`src/rtl/apb_master_gen.sv`:
```
// apb_master_gen: parametrised APB4 master with byte strobes,
// PSLVERR capture, wait-state watchdog and back-to-back transfers.
module apb_master_gen #(
    parameter int ADDR_W         = 32,
    parameter int DATA_W         = 32,
    parameter int TIMEOUT_CYCLES = 16
) (
    input  logic                clk,
    input  logic                reset,
    input  logic                cmd_valid_i,
    output logic                cmd_ready_o,
    input  logic                cmd_write_i,
    input  logic [ADDR_W-1:0]   cmd_addr_i,
    input  logic [DATA_W-1:0]   cmd_wdata_i,
    input  logic [DATA_W/8-1:0] cmd_strb_i,
    output logic                psel_o,
    output logic                penable_o,
    output logic [ADDR_W-1:0]   paddr_o,
    output logic                pwrite_o,
    output logic [DATA_W-1:0]   pwdata_o,
    output logic [DATA_W/8-1:0] pstrb_o,
    input  logic                pready_i,
    input  logic [DATA_W-1:0]   prdata_i,
    input  logic                pslverr_i,
    output logic                rsp_valid_o,
    output logic [DATA_W-1:0]   rsp_rdata_o,
    output logic                rsp_err_o,
    output logic                rsp_timeout_o
);

    localparam int STRB_W = DATA_W / 8;
    localparam int CNT_W  = (TIMEOUT_CYCLES > 0) ? $clog2(TIMEOUT_CYCLES + 1) : 1;
    localparam bit TMO_EN = (TIMEOUT_CYCLES > 0);
    localparam logic [CNT_W-1:0] CNT_MAX  = TMO_EN ? CNT_W'(TIMEOUT_CYCLES) : '0;
    localparam logic [CNT_W-1:0] CNT_LAST = TMO_EN ? CNT_W'(TIMEOUT_CYCLES - 1) : '0;

    typedef enum logic [1:0] {
        S_IDLE,
        S_SETUP,
        S_ACCESS
    } state_t;

    state_t             r_state;
    state_t             w_next;
    logic [CNT_W-1:0]   r_cnt;
    logic [ADDR_W-1:0]  r_paddr;
    logic               r_pwrite;
    logic [DATA_W-1:0]  r_pwdata;
    logic [STRB_W-1:0]  r_pstrb;
    logic               r_rsp_valid;
    logic [DATA_W-1:0]  r_rsp_rdata;
    logic               r_rsp_err;
    logic               r_rsp_timeout;
    logic               w_ready;
    logic               w_accept;
    logic               w_done;
    logic               w_abort;
    logic               w_tmo_hit;

    // Terminal count: this wait cycle would bring the counter to the limit.
    assign w_tmo_hit = TMO_EN && (r_cnt == CNT_LAST);
    assign w_accept  = cmd_valid_i && w_ready;

    // State register.
    always_ff @(posedge clk) begin
        if (reset) begin
            r_state <= S_IDLE;
        end else begin
            r_state <= w_next;
        end
    end

    // Next state, command ready and completion/abort decode.
    always_comb begin
        w_next  = r_state;
        w_ready = 1'b0;
        w_done  = 1'b0;
        w_abort = 1'b0;
        unique case (r_state)
            S_IDLE: begin
                w_ready = 1'b1;
                if (cmd_valid_i) begin
                    w_next = S_SETUP;
                end
            end
            S_SETUP: begin
                w_next = S_ACCESS;
            end
            S_ACCESS: begin
                if (pready_i) begin
                    w_done  = 1'b1;
                    w_ready = 1'b1;
                    w_next  = cmd_valid_i ? S_SETUP : S_IDLE;
                end else if (w_tmo_hit) begin
                    w_abort = 1'b1;
                    w_next  = S_IDLE;
                end
            end
            default: begin
                w_next = S_IDLE;
            end
        endcase
    end

    // Wait-state watchdog: cleared entering ACCESS, saturating count.
    always_ff @(posedge clk) begin
        if (reset) begin
            r_cnt <= '0;
        end else if (r_state == S_SETUP) begin
            r_cnt <= '0;
        end else if (r_state == S_ACCESS && !pready_i && r_cnt != CNT_MAX) begin
            r_cnt <= r_cnt + 1'b1;
        end
    end

    // Bus registers load on accept; reads carry zero data and strobes.
    always_ff @(posedge clk) begin
        if (reset) begin
            r_paddr  <= '0;
            r_pwrite <= 1'b0;
            r_pwdata <= '0;
            r_pstrb  <= '0;
        end else if (w_accept) begin
            r_paddr  <= cmd_addr_i;
            r_pwrite <= cmd_write_i;
            r_pwdata <= cmd_write_i ? cmd_wdata_i : '0;
            r_pstrb  <= cmd_write_i ? cmd_strb_i : '0;
        end
    end

    // One-cycle response strobe after completion or watchdog abort.
    always_ff @(posedge clk) begin
        if (reset) begin
            r_rsp_valid   <= 1'b0;
            r_rsp_rdata   <= '0;
            r_rsp_err     <= 1'b0;
            r_rsp_timeout <= 1'b0;
        end else begin
            r_rsp_valid   <= w_done || w_abort;
            r_rsp_rdata   <= (w_done && !r_pwrite) ? prdata_i : '0;
            r_rsp_err     <= w_abort || (w_done && pslverr_i);
            r_rsp_timeout <= w_abort;
        end
    end

    assign cmd_ready_o   = w_ready;
    assign psel_o        = (r_state != S_IDLE);
    assign penable_o     = (r_state == S_ACCESS);
    assign paddr_o       = r_paddr;
    assign pwrite_o      = r_pwrite;
    assign pwdata_o      = r_pwdata;
    assign pstrb_o       = r_pstrb;
    assign rsp_valid_o   = r_rsp_valid;
    assign rsp_rdata_o   = r_rsp_rdata;
    assign rsp_err_o     = r_rsp_err;
    assign rsp_timeout_o = r_rsp_timeout;

endmodule

```
`config.mk`:
```
export PLATFORM = sky130hd
export DESIGN_NAME = apb_master_gen
export DESIGN_NICKNAME = d
export VERILOG_FILES = /design/src/rtl/apb_master_gen.sv
export SDC_FILE = /design/constraint.sdc
export NUM_CORES = 1
export LEC_CHECK = 0
export CORE_UTILIZATION = 30
export DETAILED_ROUTE_END_ITERATION = 8
export GPL_ROUTABILITY_DRIVEN = 0
export HOLD_SLACK_MARGIN = 0.08
export SLEW_MARGIN = 40
export SYNTH_ARGS = -nofsm -noshare
export SYNTH_HDL_FRONTEND = slang
export SYNTH_SLANG_ARGS = --single-unit
```
`constraint.sdc`:
```
create_clock -name clk -period 1.7 [get_ports clk]
set_clock_uncertainty 0.05 [all_clocks]
set_input_delay 0.17 -clock clk [delete_from_list [all_inputs] [get_ports clk]]
set_output_delay 0.17 -clock clk [all_outputs]
set_load 0.01 [all_outputs]
```
==> results.txt <==
----------------------------------------------------
[Global route]
  Maximum number of pins on one net before global-route repair ... 69
  Wire length of the first global-routing pass ... 18.23 mm
  Vias in the first global route ... 3686
  Total grt overflow ... 0
  Number of antenna violations at the first check in global routing ... 0
  Overall track demand over capacity in global routing ... 0.1571

[CTS]
  Setup repair bufs after CTS ... 0
  Sinks on the clock net ... 111
  TritonCTS clock tree ... yes
  Deepest level of the CTS H-tree ... 3
  CTS Buffer Depth ... 2
  Clock root buffer master ... clkbuf_16
  Number of hold buffers added after CTS ... 0
  Total of cells resized after clock tree synthesis ... 6
  Clock slew at reported path FFs ... 0.07 ns
  Number of clock buffers inserted by TritonCTS ... 9
  Worst-Skew Late Latency ... 0.35 ns

[Layout]
  Area added between synthesis and finish ... 61.91%
  Fill cell instance count of the final layout ... 1317
  Number of inserted diodes ... 0
  Seq. cell area ... 2223 um^2
  Number of nets in the final layout ... 743
  Area taken by multi-input logic gates ... 2098 um^2
  Layout Utilization ... 0.4977
  Layout cells sized above 1 ... 0.07199

[Pwr]
  Overall Power ... 5.958 mW
  Sw Pwr ... 1.366 mW
  Power density over cell area ... 826.9 nW/um^2
  Internal Power ... 4.592 mW
  Flop pwr share ... 0.463
  Sw Ratio ... 0.2293
  Combinational power share ... 0.155
  Clock network fraction of total power ... 0.381
  Leak ... 2.729 nW
  VDD IR-drop max ... 415.9 uV

[Worst setup path]
  Category of the most critical setup path ... reg -> out
  Setup crit end kind ... output pin
  Required time of the critical path ... 1.48 ns
  Arrival time reported for the critical path endpoint ... 1.37 ns
  Worst-path cell chain ... or2b_4 > inv_1 > clkdlybuf4s15_1
  Worst-path fanout max ... 7
  Maximum single-stage delay on the critical path ... 0.38 ns
  Critical path's top delay family ... flip-flops
  Crit-path slowest cell ... dfxtp_1
  Startpoint Class ... flip-flop
  WP buf/inv ... 2

[Logic synthesis]
  Flops & latches, synth ... 111
  Post-synthesis instance total ... 425
  Number of warning messages in the yosys log ... 0
  Fraction of the yosys area taken by sequential cells ... 0.4993
  Post-Syn Nets ... 534
  Dominant synthesized flop cell ... dfxtp_1
  Unique masters post-synth ... 30
  Per-instance average area after synthesis ... 10.47 um^2
  Number of flops mapped to enable cells by yosys ... 0
  Summed instance area of the synthesized netlist ... 4451 um^2
  Async S/R FF share, synth ... 0

[Timing]
  Tmin final ... 1.592 ns
  Final Max Tran Viols ... 0
  Unrepaired setup endpoints after global routing ... false
  Slew HR ... 0.6800
  Final setup violation count ... 0
  Worst setup margin ... 0.1080 ns
  Number of failing hold endpoints at the final stage ... 0
  Worst-Margin Slew ... 0.4800 ns
  Final clock period utilization by the worst path ... 0.9365
  F_max ... 628.1 MHz

[Floorplanning]
  I/O pin count ... 213
  Die Width ... 123.8 um
  Number of placement rows ... 44
  Placeable core region ... 14480 um^2
  DIE AREA ... 15330 um^2
  Starting utilization of the core area ... 0.3074
  Height of the die ... 123.8 um

[Place]
  Placed wire-length estimate after detailed placement ... 8.567 mm
  DP Worst Slack ... -0.1656 ns
  IO Port Bufs ... 212

[Outcome]
  Outcome ... completed

[Drt]
  Iteration-0 DRC count of the detailed router ... 108
  Post-DRT Antenna Nets ... 0
  Number of detailed-routing iterations run before antenna repair ... 4
  Vias per cell ... 4.395
  Number of vias after detailed routing ... 3617
  Post-Route WL ... 11.71 mm
  Remaining routing DRC violations ... 0
  Average wire per cell in the routed design ... 14.23 um

[Min path]
  Worst min-delay path class ... in -> reg

[Job]
  Max-capacitance violation count ... 0

----------------------------------------------------
[stage by stage]
stage	hold WS (ns)	TNS (ns)	instance area (um^2)	instances
floorplan	0.2417	0	4451	425
global placement	0.4076	-0.2406	6870	807
detailed placement	0.4130	-0.6289	6870	807
CTS	0.2930	0	7194	823
global route	0.3103	0	7206	823
finish	0.3013	0	7206	823
[final timing paths]
check	startpoint	to	slack, ns	cells after the start
max	r_state[0]$_SDFFE_PP0P_	penable_o	0.11	3
min	reset	r_state[0]$_SDFFE_PP0P_	0.30	3
max reg2reg	r_state[0]$_SDFFE_PP0P_	r_cnt[2]$_SDFFE_PP0P_	0.11	3
min reg2reg	paddr_o[11]$_SDFFE_PP0P_	paddr_o[11]$_SDFFE_PP0P_	0.42	2
[area by class of cell]
class | count | share of cell area
flip-flops and latches | 111 | 0.3086
inverters | 5 | 0.002605
clock buffers | 9 | 0.03126
repair buffers | 230 | 0.3209
clock inverters | 7 | 0.01354
multi-input cells | 277 | 0.2912
well taps | 184 | 0.03195
[sequential cells by signal (all words and copies together) (netlist names)]
register and count:
paddr_o 32, pstrb_o 4, pwdata_o 32, pwrite_o 1, r_cnt 5, r_state 2
rsp_err_o 1, rsp_rdata_o 32, rsp_timeout_o 1, rsp_valid_o 1
[tightest hold or removal path: cells and delay by family]
family / cells / cell delay, ns
buf+inv: 2 / 0.37
simple gates: 1 / 0.12
[cells in the final DEF (no fill, tap or decap), drive strengths merged, types with 3 or more instances in the layout]
master | Yosys | routed
ha | 3 | 3
buf | 8 | 19
clkbuf | 24 | 9
a21oi | 4 | 4
clkdlybuf4s50 | 0 | 208
inv | 5 | 5
clkinv | 0 | 3
mux2i | 71 | 71
and2 | 32 | 32
dfxtp | 111 | 111
nand3b | 38 | 38
nor2 | 4 | 4
nand2b | 103 | 103
o21ai | 3 | 3
[power groups by stage]
| stage | clock network [mW] | logic [mW] | registers, mW |
|---|---|---|---|
| final | 2.27 | 0.925 | 2.76 |
| after global routing | 2.46 | 0.997 | 2.77 |
| after CTS | 2.36 | 0.939 | 2.76 |
| after detailed placement | 0 | 0.939 | 2.82 |
| after global placement | 0 | 0.925 | 2.82 |
| after floorplan | 0 | 0.329 | 2.86 |
[routing by layer]
metal	track usage	share of wire	wire [um]	up-vias
met2	0.2524	0.46	5419	144
met1	0.1777	0.41	4807	1642
met4	0.07605	0.025	295	0
met5	0	0	0	-
met3	0.06822	0.10	1188	19
li1	-	-	-	1812
[Yosys cell counts (all sizes together), types with 2 or more instances]
cell type | number | area (um^2)
dfxtp | 111 | 2222
nand2b | 103 | 644.4
mux2i | 71 | 710.7
nand3b | 38 | 285.3
and2 | 32 | 200.2
clkbuf | 24 | 91.33
buf | 8 | 47.54
inv | 5 | 18.77
a21oi | 4 | 20.02
nor2 | 4 | 15.01
ha | 3 | 37.54
o21ai | 3 | 15.01
nor3 | 2 | 10.01
nor3b | 2 | 15.01
or2b | 2 | 16.27
or3 | 2 | 15.01
or3b | 2 | 17.52
[cells by family (layout without fill, tap and decap cells)]
| logic type | count (synthesis) | count (layout) | synth area share |
|---|---|---|---|
| buf+inv | 37 | 251 | 0.03542 |
| flops | 111 | 111 | 0.4993 |
| mux | 71 | 71 | 0.1597 |
| simple gates | 195 | 195 | 0.2873 |
| compound gates | 8 | 8 | 0.009839 |
| fa+ha+maj | 3 | 3 | 0.008435 |
Note: power is estimated with default switching activity, not from simulation.
